### config.mk
export PLATFORM = sky130hd
export DESIGN_NAME = sum_accumulator
export DESIGN_NICKNAME = d
export VERILOG_FILES = /design/src/rtl/sum_accumulator.sv
export SDC_FILE = /design/constraint.sdc
export NUM_CORES = 1
export LEC_CHECK = 0
export ABC_AREA = 1
export CORE_ASPECT_RATIO = 1.5
export CORE_MARGIN = 8
export CORE_UTILIZATION = 48
export DETAILED_ROUTE_END_ITERATION = 16
export PLACE_DENSITY = 0.79
export SKIP_LAST_GASP = 1
export SYNTH_ARGS = -nofsm -noshare
export SYNTH_HDL_FRONTEND = slang
export SYNTH_SLANG_ARGS = --single-unit
### constraint.sdc
create_clock -name clk -period 1.7 [get_ports clk]
set_input_delay 0.255 -clock clk [delete_from_list [all_inputs] [get_ports clk]]
set_output_delay 0.255 -clock clk [all_outputs]
set_load 0.05 [all_outputs]
### src/rtl/sum_accumulator.sv
// Accumulation stage of the sum-of-N datapath: loads N, accepts N terms over valid/ready, pulses done.
// Define SUM_SIGNED_EN to treat data_in as two's complement (sign-extended); default is unsigned.
module sum_accumulator #(
  parameter  int DATA_W = 8,
  parameter  int N_W    = 4,
  localparam int SUM_W  = DATA_W + N_W
) (
  input  logic              clk,
  input  logic              rst,
  input  logic              start,
  input  logic [N_W-1:0]    n_in,
  input  logic [DATA_W-1:0] data_in,
  input  logic              data_valid,
  output logic              data_ready,
  output logic [SUM_W-1:0]  sum,
  output logic [N_W-1:0]    count,
  output logic              busy,
  output logic              done
);

  typedef enum logic [1:0] {
    S_IDLE = 2'd0,
    S_ACC  = 2'd1,
    S_DONE = 2'd2
  } state_t;

  state_t           r_state;
  state_t           w_next;
  logic [SUM_W-1:0] r_sum;
  logic [N_W-1:0]   r_count;
  logic             w_beat;
  logic             w_load;

  function automatic logic [SUM_W-1:0] ext(input logic [DATA_W-1:0] d);
`ifdef SUM_SIGNED_EN
    ext = {{N_W{d[DATA_W-1]}}, d};
`else
    ext = {{N_W{1'b0}}, d};
`endif
  endfunction

  assign w_beat = (r_state == S_ACC) && data_valid;
  assign w_load = (r_state == S_IDLE) && start;

  always_ff @(posedge clk or posedge rst) begin
    if (rst) begin
      r_state <= S_IDLE;
    end else begin
      r_state <= w_next;
    end
  end

  always_comb begin
    w_next = r_state;
    case (r_state)
      S_IDLE: begin
        if (start) begin
          w_next = (n_in != '0) ? S_ACC : S_DONE;
        end
      end
      S_ACC: begin
        if (w_beat && (r_count == N_W'(1))) begin
          w_next = S_DONE;
        end
      end
      S_DONE:  w_next = S_IDLE;
      default: w_next = S_IDLE;
    endcase
  end

  // Handshake/status outputs come from the state register only, never from inputs.
  always_comb begin
    data_ready = 1'b0;
    busy       = 1'b0;
    done       = 1'b0;
    case (r_state)
      S_ACC: begin
        data_ready = 1'b1;
        busy       = 1'b1;
      end
      S_DONE:  done = 1'b1;
      default: ;
    endcase
  end

  always_ff @(posedge clk or posedge rst) begin
    if (rst) begin
      r_sum   <= '0;
      r_count <= '0;
    end else if (w_load) begin
      r_sum   <= '0;
      r_count <= n_in;
    end else if (w_beat) begin
      r_sum   <= r_sum + ext(data_in);
      r_count <= r_count - N_W'(1);
    end
  end

  assign sum   = r_sum;
  assign count = r_count;

endmodule

---- Word level (Yosys, flattened, before mapping) ----
Cells that the tools add are included.
word-level totals
  logic and storage cells ................. 27
  input port bits ......................... 16
  register bits ........................... 18
cells by class
  $add $sub $neg .......................... 2
  reductions and logical operators ........ 7
  muxes and demuxes ....................... 10
  equality and inequality tests ........... 5
operators with widths
  kind                 count
  $mux 12              2
  $add 12x8->12        1
  $mux 4               2
  $mux 2               3
  $eq 4x1->1 const B   1
  $pmux 2 s2           1
  $reduce_bool 4->1    1
  $sub 4x1->4 const B  1
  $logic_and 1x1->1    3
  $eq 2x1->1 const B   1
  $eq 2x2->1 const B   1
  $logic_not 2->1      1
  $mux 1               2
  $ne 2x1->1 const B   1
  $ne 2x2->1 const B   1
  $reduce_and 2->1     1
  $reduce_bool 2->1    1

---- Longest topological paths before layout ----
Gate-level depths: netlist of the first run.
  depth after elaboration ................. 5
  gate-level depth with buffers ........... 10
  gate-level depth less buffers ........... 10

---- Least setup slack after synthesis of the first run ----
No wires, ideal clock.
  path type ............................... register to register
  start ................................... register r_sum[0], in the netlist sum[0]
  end ..................................... register r_sum[10], in the netlist sum[10]
  arrival ................................. 1841 ps
  cell stages (with the launch flop) ...... 10
  slack ................................... -262 ps
  cells stage by stage .................... dfrtp_1 > ha_1 > inv_1 > fa_1 > o21ai_2 > nand2_1 > nand3_2 > nand3_1 > nand2_1 > nor2_1
on the way
  word-level cells in the longest chain between the ends .. 3
RTL lines
  item                      RTL line  RTL
  start: declaration        29        logic [SUM_W-1:0] r_sum;
  start signal: assignment  94        r_sum <= r_sum + ext(data_in);
  $add 12x8->12             94
  $mux 12                   93        end else if (w_beat) begin
  $mux 12                   90        end else if (w_load) begin
No other way between the ends. The select of a mux whose other input is x is not followed.
A chain may end at the register's enable or synchronous reset.

---- Worst setup path after layout of the first run ----
Same ends and word-level chain as after synthesis.

==> results of run 1 <==
[logic make-up (layout without fill, tap and decap cells)]
group,after synthesis,count (layout),share of synthesized area (%)
compound gates,25,25,12.7
xor+xnor,3,3,1.99
fa+ha+maj,11,11,11.0
buf+inv,29,80,9.31
flops,18,18,34.2
simple gates,93,93,30.8
[power groups by stage]
stage / Clock, mW / Sequential, mW / Combinational, mW
after floorplan: 0 / 1.20 / 1.09
after CTS: 0.326 / 0.764 / 2.35
after detailed placement: 0 / 0.768 / 2.32
after global routing: 0.340 / 0.785 / 2.58
after global placement: 0 / 0.762 / 2.27
final: 0.325 / 0.761 / 2.38
[synthesized netlist by cell type (2+ instances only)]
cell type / n / area [µm²]
a21oi_1: 8 / 40.0
ha_1: 10 / 125
inv_1: 24 / 90.1
nor2_1: 15 / 56.3
o21bai_1: 2 / 15.0
nand2_2: 3 / 18.8
o211ai_1: 3 / 22.5
nand2_1: 53 / 199
xnor2_1: 2 / 17.5
nand3_1: 15 / 75.1
inv_2: 2 / 7.51
dfrtp_1: 18 / 450
o21ai_2: 4 / 35.0
[final cells by class]
type                    instances  area [µm²]
inverters                      27         104
clock buffers                   4        45.0
multi-input cells             132         773
fillers                       229         779
repair buffers                 49         445
well taps                      37        46.3
flip-flops and latches         18         454
[registers in the layout (all words and copies together) (netlist names)]
signal and cells:
count 4, r_state 2, sum 12
[per-layer routing]
metal  GRT usage (%)  part of all wire (%)
met1            17.1                    37
met2            30.8                    55
met3            4.63                   6.4
met4            5.29                   1.9
met5               0                     0
[per-stage QoR]
stage	total power [mW]	hold WS, ns
floorplan	2.29	0.193
global placement	3.03	0.491
detailed placement	3.09	0.498
CTS	3.44	0.228
global route	3.71	0.243
finish	3.47	0.220
[path summary, 6_finish.rpt]
| kind | startpoint | to | slack [ns] | cells past startpoint |
|---|---|---|---|---|
| max in group asynchronous | rst | sum[7]$_DFFE_PP0P_ | 1.00 | 3 |
| max reg2reg | sum[0]$_DFFE_PP0P_ | sum[10]$_DFFE_PP0P_ | 0.04 | 9 |
| min | rst | sum[2]$_DFFE_PP0P_ | 0.22 | 2 |
| max | sum[0]$_DFFE_PP0P_ | sum[10]$_DFFE_PP0P_ | 0.04 | 9 |
| min in group clk | data_in[0] | sum[0]$_DFFE_PP0P_ | 0.41 | 3 |
| min reg2reg | sum[3]$_DFFE_PP0P_ | sum[3]$_DFFE_PP0P_ | 0.51 | 2 |
[worst register-to-register path, stage by stage (launching register included)]
cell and delay, ns:
dfrtp_2 0.39, ha_4 0.13, inv_1 0.06, fa_2 0.42, o21ai_4 0.19, nand2_1 0.08, nand3_2 0.09, nand3_1 0.08
nand2_1 0.07, nor2_1 0.04
[what timing repair did]
item	4_1_cts	5_1_grt
setup endpoints to repair	1	5
hold buffers	0	0
buffers inserted	0	2
pin swaps	0	2
resized for setup	1	3
==> results.yml, run 1 <==
floorplanning:
  ioPinCount: 35
  die_w_um: 58.8
  die_height_um: 80.2
  start_util_pct: 49.8
  core_um2: 2650
  row_count: 23
  dieArea_um2: 4710
worst_setup_path:
  crit_type: "flop to flop"
  cp-start-kind: "flop"
  slowest_delay_ns: 0.42
  crit_required_ns: 1.85
  worstPathMaxFanout: 4
  cp_num_buf_inv: 1
  cp_cell_sequence: "ha_4 > inv_1 > fa_2 > o21ai_4 > nand2_1 > nand3_2 > nand3_1 > nand2_1 > nor2_1"
  end_kind: "flop"
  arrival_ns: 1.82
  cp_top_family: "adder cells"
  crit_top_cell: "nand2_1"
  cpMaxStageDelayCell: "fa_2"
yosys:
  ys_warn_count: 0
  ys_seq_area_share_pct: 34.2
  avgSynthCellArea_um2: 7.36
  syn_area_um2: 1320
  ys.flop_type: "dfrtp_1"
  async_flop_share_pct: 100
  synth-seq-cells: 18
  yosysUniqueCellTypes: 33
  synth_cells: 179
  synth_nets: 206
  synth_edf_count: 0
place:
  placed_area_um2: 1790
  preCtsSetupSlack_ns: -0.250
  dp_hpwl_mm: 2.87
  dpl.cell_count: 261
  place.gp.congestion: 0.877
  io_buffers: 34
global_route:
  gr-usage-all-layers_pct: 16.6
  overflow: 0
  antenna_found_initial: 0
  grt_pass1_vias: 1402
  grt_pass1_wl_mm: 6.22
  grt_max_degree: 13
power:
  p_int_mw: 1.67
  ir_worst_vdd_mv: 1.26
  power_frac_clock_pct: 9.4
  combPwrFrac_pct: 68.7
  switchingPower_mw: 1.80
  p_leak_nw: 0.980
  switching_share_pct: 51.9
  seqPwrFrac_pct: 21.9
  p_per_area_nw_per_um2: 1860
final_layout:
  final_common_cell: "nand2_1"
  fin_util_pct: 70.6
  fin_nets: 258
  stdcell_count: 267
  final_area_um2: 1870
  layout_common_cells: "nand2_1, buf_4, inv_1"
  antenna_cells: 0
  syn2layout_area_growth_pct: 41.8
  drive_above_1_share_pct: 25.7
detailed_routing:
  drc: 0
  drtIter0Drc: 36
  dr.pass1.iters: 4
  routed_via_density: 5.22
  drt-total-wl_mm: 3.64
  num_vias: 1395
  post_drt_wl_per_cell_um: 13.6
  ant_nets: 0
cts:
  clock_path_buffers: 2
  cts.sinks: 18
  cts_tree: "yes"
  clk_pin_slew_ns: 0.07
  numCtsBuffers: 3
  clk_latency_ns: 0.26
  root_buffer: "clkbuf_8"
  h-tree-depth: 1
sta:
  maxSlewHeadroom_pct: 67.0
  period_minus_slack_ns: 1.66
  timing.final.crit_share_pct: 97.9
  drv_slew: 0
  tightest_slew_ns: 0.490
  rsz0062_at_grt: "true"
  fin_ws_ns: 0.0357
  hold_viol: 0
  finalSetupViolations: 0
  fin_skew_ns: 0.00501
  fin_setup_tns_ns: 0
  fmax_ghz: 0.601
status:
  outcome: "finished, final reports clean"
min_path:
  hold_class: "input port to async pin"
flow_run:
  drv_cap: 0
(Power assumes the default switching activity.)
==> inputs of run 2 (changes only) <==
clock period = 1.6 ns   (was 1.7 ns; I/O delays follow)
==> run 2 against run 1 <==
- utilization grew 2.4 points
- total power grew 8.5%
- hold slack gained 0.098 ns
- fmax grew 5.3%
- routed wire length grew 1.6%
- via count shrank 2.8%
- global-route usage shrank 0.95 points
- register-to-register slack lost 0.02 ns
- count of clock-buffer cells in the layout is the same
- sequential power grew 10%
- combinational power grew 8.8%
- largest cell class unchanged
- largest power group unchanged
==> results.yml, run 2 (same netlist as run 1, synthesis figures left out) <==
status:
  outcome: "finished, final reports clean"
sta:
  rsz0062_at_grt: "true"
  fin_skew_ns: 0.00430
  fin_ws_ns: 0.0194
  period_minus_slack_ns: 1.58
  finalSetupViolations: 0
  fin_setup_tns_ns: 0
  tightest_slew_ns: 0.557
  drv_slew: 0
  fmax_ghz: 0.633
  hold_viol: 0
  maxSlewHeadroom_pct: 62.5
  timing.final.crit_share_pct: 98.8
  holdWs_ns: 0.319
final_layout:
  drive_above_1_share_pct: 30.0
  fin_nets: 258
  fill_cells: 215
  layout_common_cells: "nand2_1, buf_4, inv_1"
  antenna_cells: 0
  syn2layout_area_growth_pct: 46.5
  largest_register_ffs: 12
  final_area_um2: 1930
  final_common_cell: "nand2_1"
global_route:
  grt_pass1_vias: 1380
  gr-usage-all-layers_pct: 15.6
  antenna_found_initial: 0
  grt_max_degree: 19
  overflow: 0
  grt_pass1_wl_mm: 5.89
worst_setup_path:
  crit_type: "flop to flop"
  worstPathMaxFanout: 4
  reg2regPathDepth: 9
  end_kind: "flop"
  cp-start-kind: "flop"
  arrival_ns: 1.73
  crit_required_ns: 1.74
power:
  switching_share_pct: 50.9
  p_leak_nw: 0.982
  p_per_area_nw_per_um2: 1950
  power_mw: 3.76
  ir_worst_vdd_mv: 1.69
  combPwrFrac_pct: 68.8
  power_frac_clock_pct: 8.9
  switchingPower_mw: 1.91
  seqPwrFrac_pct: 22.3
  p_int_mw: 1.85
floorplanning:
  start_util_pct: 49.8
  ioPinCount: 35
  row_count: 23
  dieArea_um2: 4710
  die_w_um: 58.8
  die_height_um: 80.2
  core_um2: 2650
cts:
  cts_tree: "yes"
  cts.sinks: 18
  clk_pin_slew_ns: 0.07
  clk_latency_ns: 0.25
  h-tree-depth: 1
  cts.hold.buffers_added: 0
  clock_path_buffers: 2
  root_buffer: "clkbuf_8"
  numCtsBuffers: 3
place:
  placed_area_um2: 1830
  preCtsSetupSlack_ns: -0.339
  dp_hpwl_mm: 2.87
  place.gp.congestion: 0.879
  io_buffers: 34
detailed_routing:
  routed_via_density: 5.08
  num_vias: 1356
  ant_nets: 0
  post_drt_wl_per_cell_um: 13.9
  drc: 0
  drt-total-wl_mm: 3.70
  dr.pass1.iters: 4
  drtIter0Drc: 22
min_path:
  hold_class: "input port to async pin"
flow_run:
  drv_cap: 0
[run 2: cell count changes in the layout (fill, tap and decap cells not counted), moves of 2 or more]
cell	change
inv_2	+2
dfrtp_2	+5
buf_12	+2
ha_1	-3
dfrtp_1	-5
ha_4	+3
inv_1	-2
buf_4	-2
[run 2: layout make-up]
type,instances,area [µm²],share of cell area [%]
clock buffers,4,45.0,2.33
inverters,27,104,5.38
multi-input cells,132,806,41.7
flip-flops and latches,18,460,23.8
well taps,37,46.3,2.40
repair buffers,49,469,24.3
[run 2: layer usage]
layer,vias up,part of all wire [%],global-route usage (%)
li1,681,-,-
met1,634,37,14.5
met2,35,56,31.7
met3,6,5.0,3.19
met4,0,1.5,5.05
met5,-,0,0
[run 2: final timing paths]
check                                    from            endpoint  slack (ns)
max                        sum[0]$_DFFE_PP0P_  sum[8]$_DFFE_PP0P_        0.02
min                                       rst  sum[0]$_DFFE_PP0P_        0.32
max reg2reg                sum[0]$_DFFE_PP0P_  sum[8]$_DFFE_PP0P_        0.02
min reg2reg                sum[7]$_DFFE_PP0P_  sum[7]$_DFFE_PP0P_        0.51
max in group asynchronous                 rst  sum[7]$_DFFE_PP0P_        1.06
min in group clk                   data_in[0]  sum[0]$_DFFE_PP0P_        0.51
[run 2: repair_timing]
action	CTS	global route
buffers inserted	2	1
gates resized for setup	1	6
pin swaps	7	7
endpoints found under the setup margin	3	7
[run 2: metrics by stage]
stage / instances / util (%)
floorplan: 179 / -
finish: 267 / 72.9
detailed placement: 260 / 69.0
CTS: 266 / 71.3
global route: 267 / 72.9
global placement: 260 / 69.0
[run 2: power groups by stage]
stage / registers (mW) / logic [mW] / clock network, mW
final: 0.840 / 2.59 / 0.335
after global routing: 0.865 / 2.79 / 0.351
after CTS: 0.831 / 2.54 / 0.331
after detailed placement: 0.841 / 2.50 / 0
after global placement: 0.830 / 2.45 / 0
after floorplan: 1.29 / 1.17 / 0
[run 2: worst max-delay path, cell delays in order (launching register included)]
cell     delay (ns)
dfrtp_2        0.38
ha_4           0.13
inv_2          0.04
fa_2           0.34
o21ai_2        0.19
nand2_1        0.10
nand3_2        0.10
nand2_1        0.07
nand2_1        0.07
nor2_1         0.04
